## src/rtl/ysyx_22041071_pipe_ctrl.sv

```systemverilog
// rtl/ysyx_22041071_pipe_ctrl.sv - pipeline hold/flush/bubble controller (optional counters: YSYX_22041071_PERF_CNT_EN)
module ysyx_22041071_pipe_ctrl #(
    parameter int FLUSH_CYCLES = 1,
    parameter int MEM_TIMEOUT  = 255
) (
    input  logic        clk,
    input  logic        reset,
    input  logic        id_valid,
    input  logic [4:0]  id_rs1,
    input  logic [4:0]  id_rs2,
    input  logic        id_use_rs1,
    input  logic        id_use_rs2,
    input  logic        ex_valid,
    input  logic        ex_is_load,
    input  logic        ex_reg_w_en,
    input  logic [4:0]  ex_rdest,
    input  logic        redirect,
    input  logic        mem_busy,
    input  logic        if_busy,
    output logic        pc_hold,
    output logic        pc_redirect,
    output logic        if_id_hold,
    output logic        if_id_flush,
    output logic        id_ex_hold,
    output logic        id_ex_bubble,
    output logic        ex_mem_hold,
    output logic        mem_timeout,
    output logic [31:0] stall_cnt,
    output logic [31:0] flush_cnt,
    output logic [31:0] freeze_cnt
);

    typedef enum logic [1:0] {ST_RUN, ST_FLUSH, ST_FREEZE} state_t;

    // Last value of flush_ctr before returning to RUN; unused when FLUSH_CYCLES is 1.
    localparam logic [2:0]  LP_FLUSH_LAST = 3'(FLUSH_CYCLES - 2);
    localparam logic [15:0] LP_TIMEOUT    = 16'(MEM_TIMEOUT);

    state_t      r_state;
    state_t      w_state_nxt;
    logic [2:0]  r_flush_ctr;
    logic [2:0]  w_flush_ctr_nxt;
    logic [15:0] r_freeze_ctr;
    logic [15:0] w_freeze_ctr_nxt;
    logic        r_pend_redir;
    logic        w_pend_redir_nxt;
    logic        r_mem_timeout;
    logic        w_lu;

    assign w_lu = id_valid & ex_valid & ex_is_load & ex_reg_w_en & (ex_rdest != 5'd0) &
                  ((id_use_rs1 & (id_rs1 == ex_rdest)) | (id_use_rs2 & (id_rs2 == ex_rdest)));

    assign mem_timeout = r_mem_timeout;

    // Next-state and control outputs; the stalled-memory holds override every other action.
    always_comb begin
        pc_hold          = 1'b0;
        pc_redirect      = 1'b0;
        if_id_hold       = 1'b0;
        if_id_flush      = 1'b0;
        id_ex_hold       = 1'b0;
        id_ex_bubble     = 1'b0;
        ex_mem_hold      = 1'b0;
        w_state_nxt      = r_state;
        w_flush_ctr_nxt  = r_flush_ctr;
        w_freeze_ctr_nxt = r_freeze_ctr;
        w_pend_redir_nxt = r_pend_redir;
        if (reset) begin
            if_id_flush  = 1'b1;
            id_ex_bubble = 1'b1;
        end else begin
            case (r_state)
                ST_RUN: begin
                    if (mem_busy) begin
                        {pc_hold, if_id_hold, id_ex_hold, ex_mem_hold} = 4'b1111;
                        w_pend_redir_nxt = redirect;
                        w_freeze_ctr_nxt = 16'd1;
                        w_state_nxt      = ST_FREEZE;
                    end else if (redirect) begin
                        {pc_redirect, if_id_flush, id_ex_bubble} = 3'b111;
                        if (FLUSH_CYCLES > 1) begin
                            w_state_nxt     = ST_FLUSH;
                            w_flush_ctr_nxt = 3'd0;
                        end
                    end else if (w_lu) begin
                        {pc_hold, if_id_hold, id_ex_bubble} = 3'b111;
                    end else if (if_busy) begin
                        {pc_hold, if_id_flush} = 2'b11;
                    end
                end
                ST_FLUSH: begin
                    if (mem_busy) begin
                        {pc_hold, if_id_hold, id_ex_hold, ex_mem_hold} = 4'b1111;
                    end else begin
                        {if_id_flush, id_ex_bubble} = 2'b11;
                        pc_hold = if_busy;
                        if (r_flush_ctr == LP_FLUSH_LAST) begin
                            w_state_nxt     = ST_RUN;
                            w_flush_ctr_nxt = 3'd0;
                        end else begin
                            w_flush_ctr_nxt = r_flush_ctr + 3'd1;
                        end
                    end
                end
                ST_FREEZE: begin
                    if (mem_busy) begin
                        {pc_hold, if_id_hold, id_ex_hold, ex_mem_hold} = 4'b1111;
                        w_pend_redir_nxt = r_pend_redir | redirect;
                        if (r_freeze_ctr != LP_TIMEOUT) begin
                            w_freeze_ctr_nxt = r_freeze_ctr + 16'd1;
                        end
                    end else begin
                        w_freeze_ctr_nxt = 16'd0;
                        w_pend_redir_nxt = 1'b0;
                        w_state_nxt      = ST_RUN;
                        if (r_pend_redir | redirect) begin
                            {pc_redirect, if_id_flush, id_ex_bubble} = 3'b111;
                            if (FLUSH_CYCLES > 1) begin
                                w_state_nxt     = ST_FLUSH;
                                w_flush_ctr_nxt = 3'd0;
                            end
                        end else if (w_lu) begin
                            {pc_hold, if_id_hold, id_ex_bubble} = 3'b111;
                        end else if (if_busy) begin
                            {pc_hold, if_id_flush} = 2'b11;
                        end
                    end
                end
                default: w_state_nxt = ST_RUN;
            endcase
        end
    end

    // State, counters and the sticky timeout flag.
    always_ff @(posedge clk) begin
        if (reset) begin
            r_state       <= ST_RUN;
            r_flush_ctr   <= 3'd0;
            r_freeze_ctr  <= 16'd0;
            r_pend_redir  <= 1'b0;
            r_mem_timeout <= 1'b0;
        end else begin
            r_state      <= w_state_nxt;
            r_flush_ctr  <= w_flush_ctr_nxt;
            r_freeze_ctr <= w_freeze_ctr_nxt;
            r_pend_redir <= w_pend_redir_nxt;
            if (w_freeze_ctr_nxt == LP_TIMEOUT) begin
                r_mem_timeout <= 1'b1;
            end
        end
    end

`ifdef YSYX_22041071_PERF_CNT_EN
    logic [31:0] r_stall_cnt;
    logic [31:0] r_flush_cnt;
    logic [31:0] r_freeze_cnt;

    // A load-use stall is the only action that both holds IF/ID and bubbles ID/EX.
    always_ff @(posedge clk) begin
        if (reset) begin
            r_stall_cnt  <= 32'd0;
            r_flush_cnt  <= 32'd0;
            r_freeze_cnt <= 32'd0;
        end else begin
            if (if_id_hold & id_ex_bubble) r_stall_cnt  <= r_stall_cnt + 32'd1;
            if (pc_redirect)               r_flush_cnt  <= r_flush_cnt + 32'd1;
            if (r_state == ST_FREEZE)      r_freeze_cnt <= r_freeze_cnt + 32'd1;
        end
    end

    assign stall_cnt  = r_stall_cnt;
    assign flush_cnt  = r_flush_cnt;
    assign freeze_cnt = r_freeze_cnt;
`else
    assign stall_cnt  = 32'd0;
    assign flush_cnt  = 32'd0;
    assign freeze_cnt = 32'd0;
`endif

endmodule

```

## config.mk

```make
export PLATFORM = sky130hd
export DESIGN_NAME = ysyx_22041071_pipe_ctrl
export DESIGN_NICKNAME = d
export VERILOG_FILES = /design/src/rtl/ysyx_22041071_pipe_ctrl.sv
export SDC_FILE = /design/constraint.sdc
export NUM_CORES = 1
export LEC_CHECK = 0
export ABC_CLOCK_PERIOD_IN_PS = 4900
export CAP_MARGIN = 20
export CORE_ASPECT_RATIO = 0.8
export CORE_UTILIZATION = 50
export DETAILED_ROUTE_END_ITERATION = 8
export DONT_BUFFER_PORTS = 1
export GPL_TIMING_DRIVEN = 0
export PLACE_DENSITY = 0.75
export SLEW_MARGIN = 10
export SYNTH_ARGS = -nofsm -noshare
export SYNTH_HDL_FRONTEND = slang
export SYNTH_SLANG_ARGS = --single-unit
```

## constraint.sdc

```tcl
create_clock -name clk -period 4.9 [get_ports clk]
set_input_delay 1.47 -clock clk [delete_from_list [all_inputs] [get_ports clk]]
set_output_delay 1.47 -clock clk [all_outputs]
set_load 0.01 [all_outputs]
```

==> flow_summary.yaml, run 1 <==
placed_design:
  hpwl_um: 3390
  post-place-cells: 434
  place.port_buffers: 0
  placed_area_um2: 2610
  place_ws_ps: 626
  gp_congestion: 0.874
critical_path:
  crit_family: "compound AO/OA/AOI/OAI gates"
  regToRegSetupSlack_ps: 2510
  path_buf_inv: 0
  crit_slowest_cell: "a221oi_1"
  r2r_cells: 6
  r2r_start: "r_freeze_ctr[0]"
  critPathLaunchType: "primary input"
  crit_path_max_fanout: 3
  r2r-end: "mem_timeout"
  critPathArrivalTime_ps: 2790
  max_stage_delay_ps: 330
  worstPathCellList: "xor2_1 -> nor4_1 -> nand3_1 -> a221oi_1 -> o21ai_0 -> a21oi_1"
  worstPathRequired_ps: 3430
  critPathCaptureType: "primary output"
  critPathKind: "in2out"
clock_tree:
  post_cts_resized: 0
  cts_sinks: 19
  root_buffer: "clkbuf_8"
  cts_made_buffers: 3
  clock_latency_ps: 260
  cts_buffer_depth: 2
  post_cts_buffers: 0
  htreeDepth: 1
  cts_tree: "yes"
  cts_hold_buf: 0
  clk_pin_slew_worst_paths_ps: 70
logic_synthesis:
  synthesis.area_um2: 2180
  synthCells: 282
  ys_seq_area_frac: 0.174
  synth-main-ff-cell: "dfxtp_1"
  syn_area_per_cell_um2: 7.74
  yosys_register_bits: 19
  ys.warnings.count: 0
  synth-edff-count: 0
  synth-async-reset-ratio: 0
  netlist-cell-type-count: 51
sta:
  finalWorstSetupSlack_ps: 640
  holdWs_ps: 540
  rsz0062_at_grt: "no"
  finalHoldViolCount: 0
  fin_crit_sh: 0.869
  period_minus_slack_ps: 4260
  setup_viol: 0
  tns_ps: 0
  fin_skew_ps: 1.29
  fmax_mhz: 235
  slew_violations: 0
cells_and_area:
  finalNetCount: 410
  n_antenna_cell: 0
  fillers: 393
  syn2layout_area_growth_pct: 21.7
  drive_above_1_share: 0.312
  stdcell_count: 438
  stdcell_area_um2: 2660
floorplan:
  fp.dieW_um: 75.9
  ios: 130
  core_um2: 4180
  start_util: 0.522
  num_rows: 21
  die-area_um2: 4630
  die_y_um: 61.1
grt:
  grt_pass1_wl_um: 6580
  antenna_found_initial: 0
  grtUsageTotal: 0.187
  grt_max_degree: 11
  grt-ovfl-total: 0
  grt_pass1_vias: 1472
drt:
  dr.first_iter.drc_count: 106
  detail_route.vias_per_cell: 4.20
  wl_per_cell_um: 9.44
  drc: 0
  firstDrtPassIters: 6
  postRouteAntennaNets: 0
  routed_wl_um: 4130
  dr_total_vias: 1838
pwr:
  leakage_nw: 1.33
  ir_drop_mv: 0.148
  p_per_area_nw_per_um2: 178
worst_hold_path:
  hold_path_end: "r_pend_redir"
  hold-path-cell-count: 2
  hp-class: "reg2reg"
  min-delay-start: "r_pend_redir"
run_status:
  outcome: "finished, final reports clean"
run:
  drv_cap: 0
-- stage by stage --
step | util | total power [mW]
6_report | 0.636 | 0.473
5_1_grt | 0.636 | 0.507
4_1_cts | 0.636 | 0.473
3_5_place_dp | 0.625 | 0.363
3_3_place_gp | 0.625 | 0.360
2_1_floorplan | - | 0.344
-- synth_stat cells, types with 2 or more instances --
cell type	n	area (um^2)
buf_4	97	728
or4_4	2	22.5
nor3_1	7	35.0
ha_1	2	25.0
o21ai_0	4	20.0
nand4_1	5	31.3
a31oi_1	2	12.5
nor4_1	5	31.3
or4_1	2	15.0
a21oi_1	11	55.1
mux2i_1	3	30.0
clkbuf_1	2	7.51
a21oi_2	2	17.5
buf_6	5	56.3
nand2_1	11	41.3
nand3_1	15	75.1
a211oi_1	2	15.0
nor2_1	27	101
xor2_1	13	114
inv_1	6	22.5
xnor2_1	9	78.8
o21bai_1	2	15.0
or3_1	2	12.5
dfxtp_1	19	380
-- cell usage in the layout, fill, tap and decap left out, types with 6 or more instances in the layout --
cell	count
dfxtp_1	19
inv_1	6
nand3_1	15
nor2_1	27
buf_4	97
a21oi_1	11
xnor2_1	9
nor3_1	7
nand2_1	11
conb_1	96
xor2_1	13
-- worst max path at each step --
stage	startpoint	to	slack, ps	cells past startpoint
2_1_floorplan	ex_rdest[1]	pc_hold	790	6
3_3_place_gp	ex_rdest[1]	pc_hold	630	6
3_5_place_dp	ex_rdest[1]	pc_hold	630	6
4_1_cts	ex_rdest[1]	pc_hold	630	6
5_1_grt	ex_rdest[1]	pc_hold	400	6
6_report	ex_rdest[1]	pc_hold	640	6
-- kinds of logic (layout without fill, tap and decap cells) --
family / count (synthesis) / count (layout) / synth area share
AO/OA/AOI/OAI: 34 / 34 / 0.106
XOR/XNOR: 22 / 22 / 0.0883
adder cells (fa/ha/maj): 2 / 2 / 0.0115
buffers and inverters: 112 / 116 / 0.377
flip-flops: 19 / 19 / 0.174
multiplexers: 3 / 3 / 0.0138
other: 1 / 96 / 0.00172
AND/OR/NAND/NOR: 89 / 89 / 0.227
-- registers in the layout, indices dropped and copies added (netlist names) --
register      count
r_pend_redir      1
r_freeze_ctr     16
r_state           1
mem_timeout       1
-- worst register-to-register path: stages (launching register included) --
cell and delay [ps]:
dfxtp_1 430, ha_1 320, nand3_1 210, nor4_2 410
a311oi_1 180, or4_1 540, o41ai_2 210
-- where the power goes --
part / total [mW] / switching (mW) / internal [mW]
combinational: 0.193 / 0.102 / 0.0920
clock: 0.109 / 0.0508 / 0.0578
sequential: 0.171 / 0.00900 / 0.162
-- final cells by class --
class / instances / area [um^2] / share of cell area
multi-input cells: 246 / 1340 / 0.503
plain buffers: 106 / 801 / 0.302
flip-flops and latches: 19 / 380 / 0.143
well taps: 57 / 71.3 / 0.0269
clock buffers: 4 / 45.0 / 0.0170
inverters: 6 / 22.5 / 0.00848
-- per-layer routing --
metal | track usage | vias to the layer above | part of all wire
li1 | - | 969 | -
met1 | 0.246 | 784 | 0.44
met2 | 0.316 | 81 | 0.46
met3 | 0.0442 | 4 | 0.092
met4 | 0.0344 | 0 | 0.0056
met5 | 0 | - | 0
(Power assumes the default switching activity.)
==> run 2: changes to the inputs <==
--- a/config.mk
+++ b/config.mk
@@ -5,10 +5,12 @@
 export SDC_FILE = /design/constraint.sdc
 export NUM_CORES = 1
 export LEC_CHECK = 0
-export ABC_CLOCK_PERIOD_IN_PS = 4900
+export ABC_CLOCK_PERIOD_IN_PS = 4050
 export CAP_MARGIN = 20
 export CORE_ASPECT_RATIO = 0.8
 export CORE_UTILIZATION = 50
+export CTS_BUF_LIST = sky130_fd_sc_hd__clkbuf_8
+export CTS_CLUSTER_SIZE = 10
 export DETAILED_ROUTE_END_ITERATION = 8
 export DONT_BUFFER_PORTS = 1
 export GPL_TIMING_DRIVEN = 0
==> constraint.sdc (replaced) <==
create_clock -name clk -period 4.05 [get_ports clk]
set_input_delay 1.215 -clock clk [delete_from_list [all_inputs] [get_ports clk]]
set_output_delay 1.215 -clock clk [all_outputs]
set_load 0.01 [all_outputs]
==> flow_summary.yaml, run 2 (synthesized netlist as in run 1, its figures left out) <==
run_status:
  outcome: "finished, final reports clean"
run:
  drv_cap: 0
floorplan:
  fp.dieW_um: 75.9
  die_y_um: 61.1
  num_rows: 21
  core_um2: 4180
  ios: 130
  start_util: 0.522
  die-area_um2: 4630
pwr:
  p_sw_mw: 0.196
  switching_share: 0.343
  power_frac_clock: 0.227
  p_per_area_nw_per_um2: 215
  leakage_nw: 1.33
  p_int_mw: 0.374
  ir_drop_mv: 0.178
  comb_power_share: 0.411
  seqPwrFrac: 0.363
sta:
  setup_viol: 0
  rsz0062_at_grt: "no"
  tns_ps: 0
  period_minus_slack_ps: 3750
  holdWs_ps: 540
  finalHoldViolCount: 0
  slew_violations: 0
  fin_skew_ps: 1.74
  fin_crit_sh: 0.926
  fmax_mhz: 267
drt:
  dr_total_vias: 1839
  detail_route.vias_per_cell: 4.20
  firstDrtPassIters: 6
  wl_per_cell_um: 9.44
  postRouteAntennaNets: 0
  dr.first_iter.drc_count: 114
  routed_wl_um: 4140
  drc: 0
clock_tree:
  post_cts_buffers: 0
  clk_pin_slew_worst_paths_ps: 70
  clock_latency_ps: 260
  root_buffer: "clkbuf_8"
  cts_sinks: 19
  cts_tree: "yes"
  cts_hold_buf: 0
  cts_buffer_depth: 2
  post_cts_resized: 0
  htreeDepth: 1
  cts_made_buffers: 3
cells_and_area:
  syn2layout_area_growth_pct: 21.7
  utilization: 0.636
  n_antenna_cell: 0
  largest_register_ff_count: 16
  drive_above_1_share: 0.312
  final_cell_mix: "97 x buf_4, 96 x conb_1, 27 x nor2_1, 19 x dfxtp_1, 15 x nand3_1"
  finalNetCount: 410
  fillers: 393
  largest-register: "r_freeze_ctr"
  final_common_cell: "buf_4"
  stdcell_area_um2: 2660
critical_path:
  worstPathRequired_ps: 2830
  r2r_cells: 6
  critPathArrivalTime_ps: 2540
  critPathKind: "in2out"
  crit_path_max_fanout: 3
  critPathLaunchType: "primary input"
  critPathCaptureType: "primary output"
grt:
  grt_max_degree: 11
  grt_pass1_vias: 1472
  antenna_found_initial: 0
  grt-ovfl-total: 0
  grt_pass1_wl_um: 6580
  grtUsageTotal: 0.187
placed_design:
  placed_area_um2: 2610
  gp_congestion: 0.874
  place.port_buffers: 0
  hpwl_um: 3390
worst_hold_path:
  hp-class: "reg2reg"
  hold-path-cell-count: 2
==> run 2: changes by cell type in the layout (fill, tap and decap cells not counted) <==
cell	delta
clkbuf_1	-1
inv_1	+1
==> run 2: worst paths after layout <==
check                      end       startpoint  slack (ps)
hold / removal    r_pend_redir     r_pend_redir         540
hold reg to reg   r_pend_redir     r_pend_redir         540
setup reg to reg   mem_timeout  r_freeze_ctr[0]        1660
setup / recovery       pc_hold      ex_rdest[1]         300
==> run 2: stage by stage <==
step,setup WS [ps],cells,power (mW)
global placement,286,434,0.436
global route,59.2,438,0.611
finish,300,438,0.570
CTS,288,438,0.571
detailed placement,286,434,0.439
floorplan,455,377,0.416
==> run 2: layer usage <==
| layer | up-vias | wire [um] | global-route usage |
|---|---|---|---|
| met5 | - | 0 | 0 |
| met4 | 0 | 23 | 0.0344 |
| met3 | 4 | 380 | 0.0442 |
| met2 | 81 | 1910 | 0.316 |
| met1 | 785 | 1820 | 0.246 |
| li1 | 969 | - | - |
==> run 2: layout make-up <==
type	instances	area, um^2	share of cell area
inverters	6	22.5	0.00848
clock buffers	3	41.3	0.0156
flip-flops and latches	19	380	0.143
multi-input cells	246	1340	0.503
clock inverters	1	3.75	0.00141
well taps	57	71.3	0.0269
plain buffers	106	801	0.302
==> run 2: critical path, cell delays in order <==
cell and delay (ps):
xor2_1 150, nor4_1 310, nand3_1 140, a221oi_1 330, o21ai_0 120, a21oi_1 280
==> run 2: power by group through the flow <==
stage               registers [mW]  clock network (mW)  logic [mW]
detailed placement           0.211                   0       0.228
global placement             0.210                   0       0.226
global route                 0.208               0.140       0.262
finish                       0.207               0.129       0.234
floorplan                    0.208                   0       0.208
CTS                          0.206               0.135       0.229
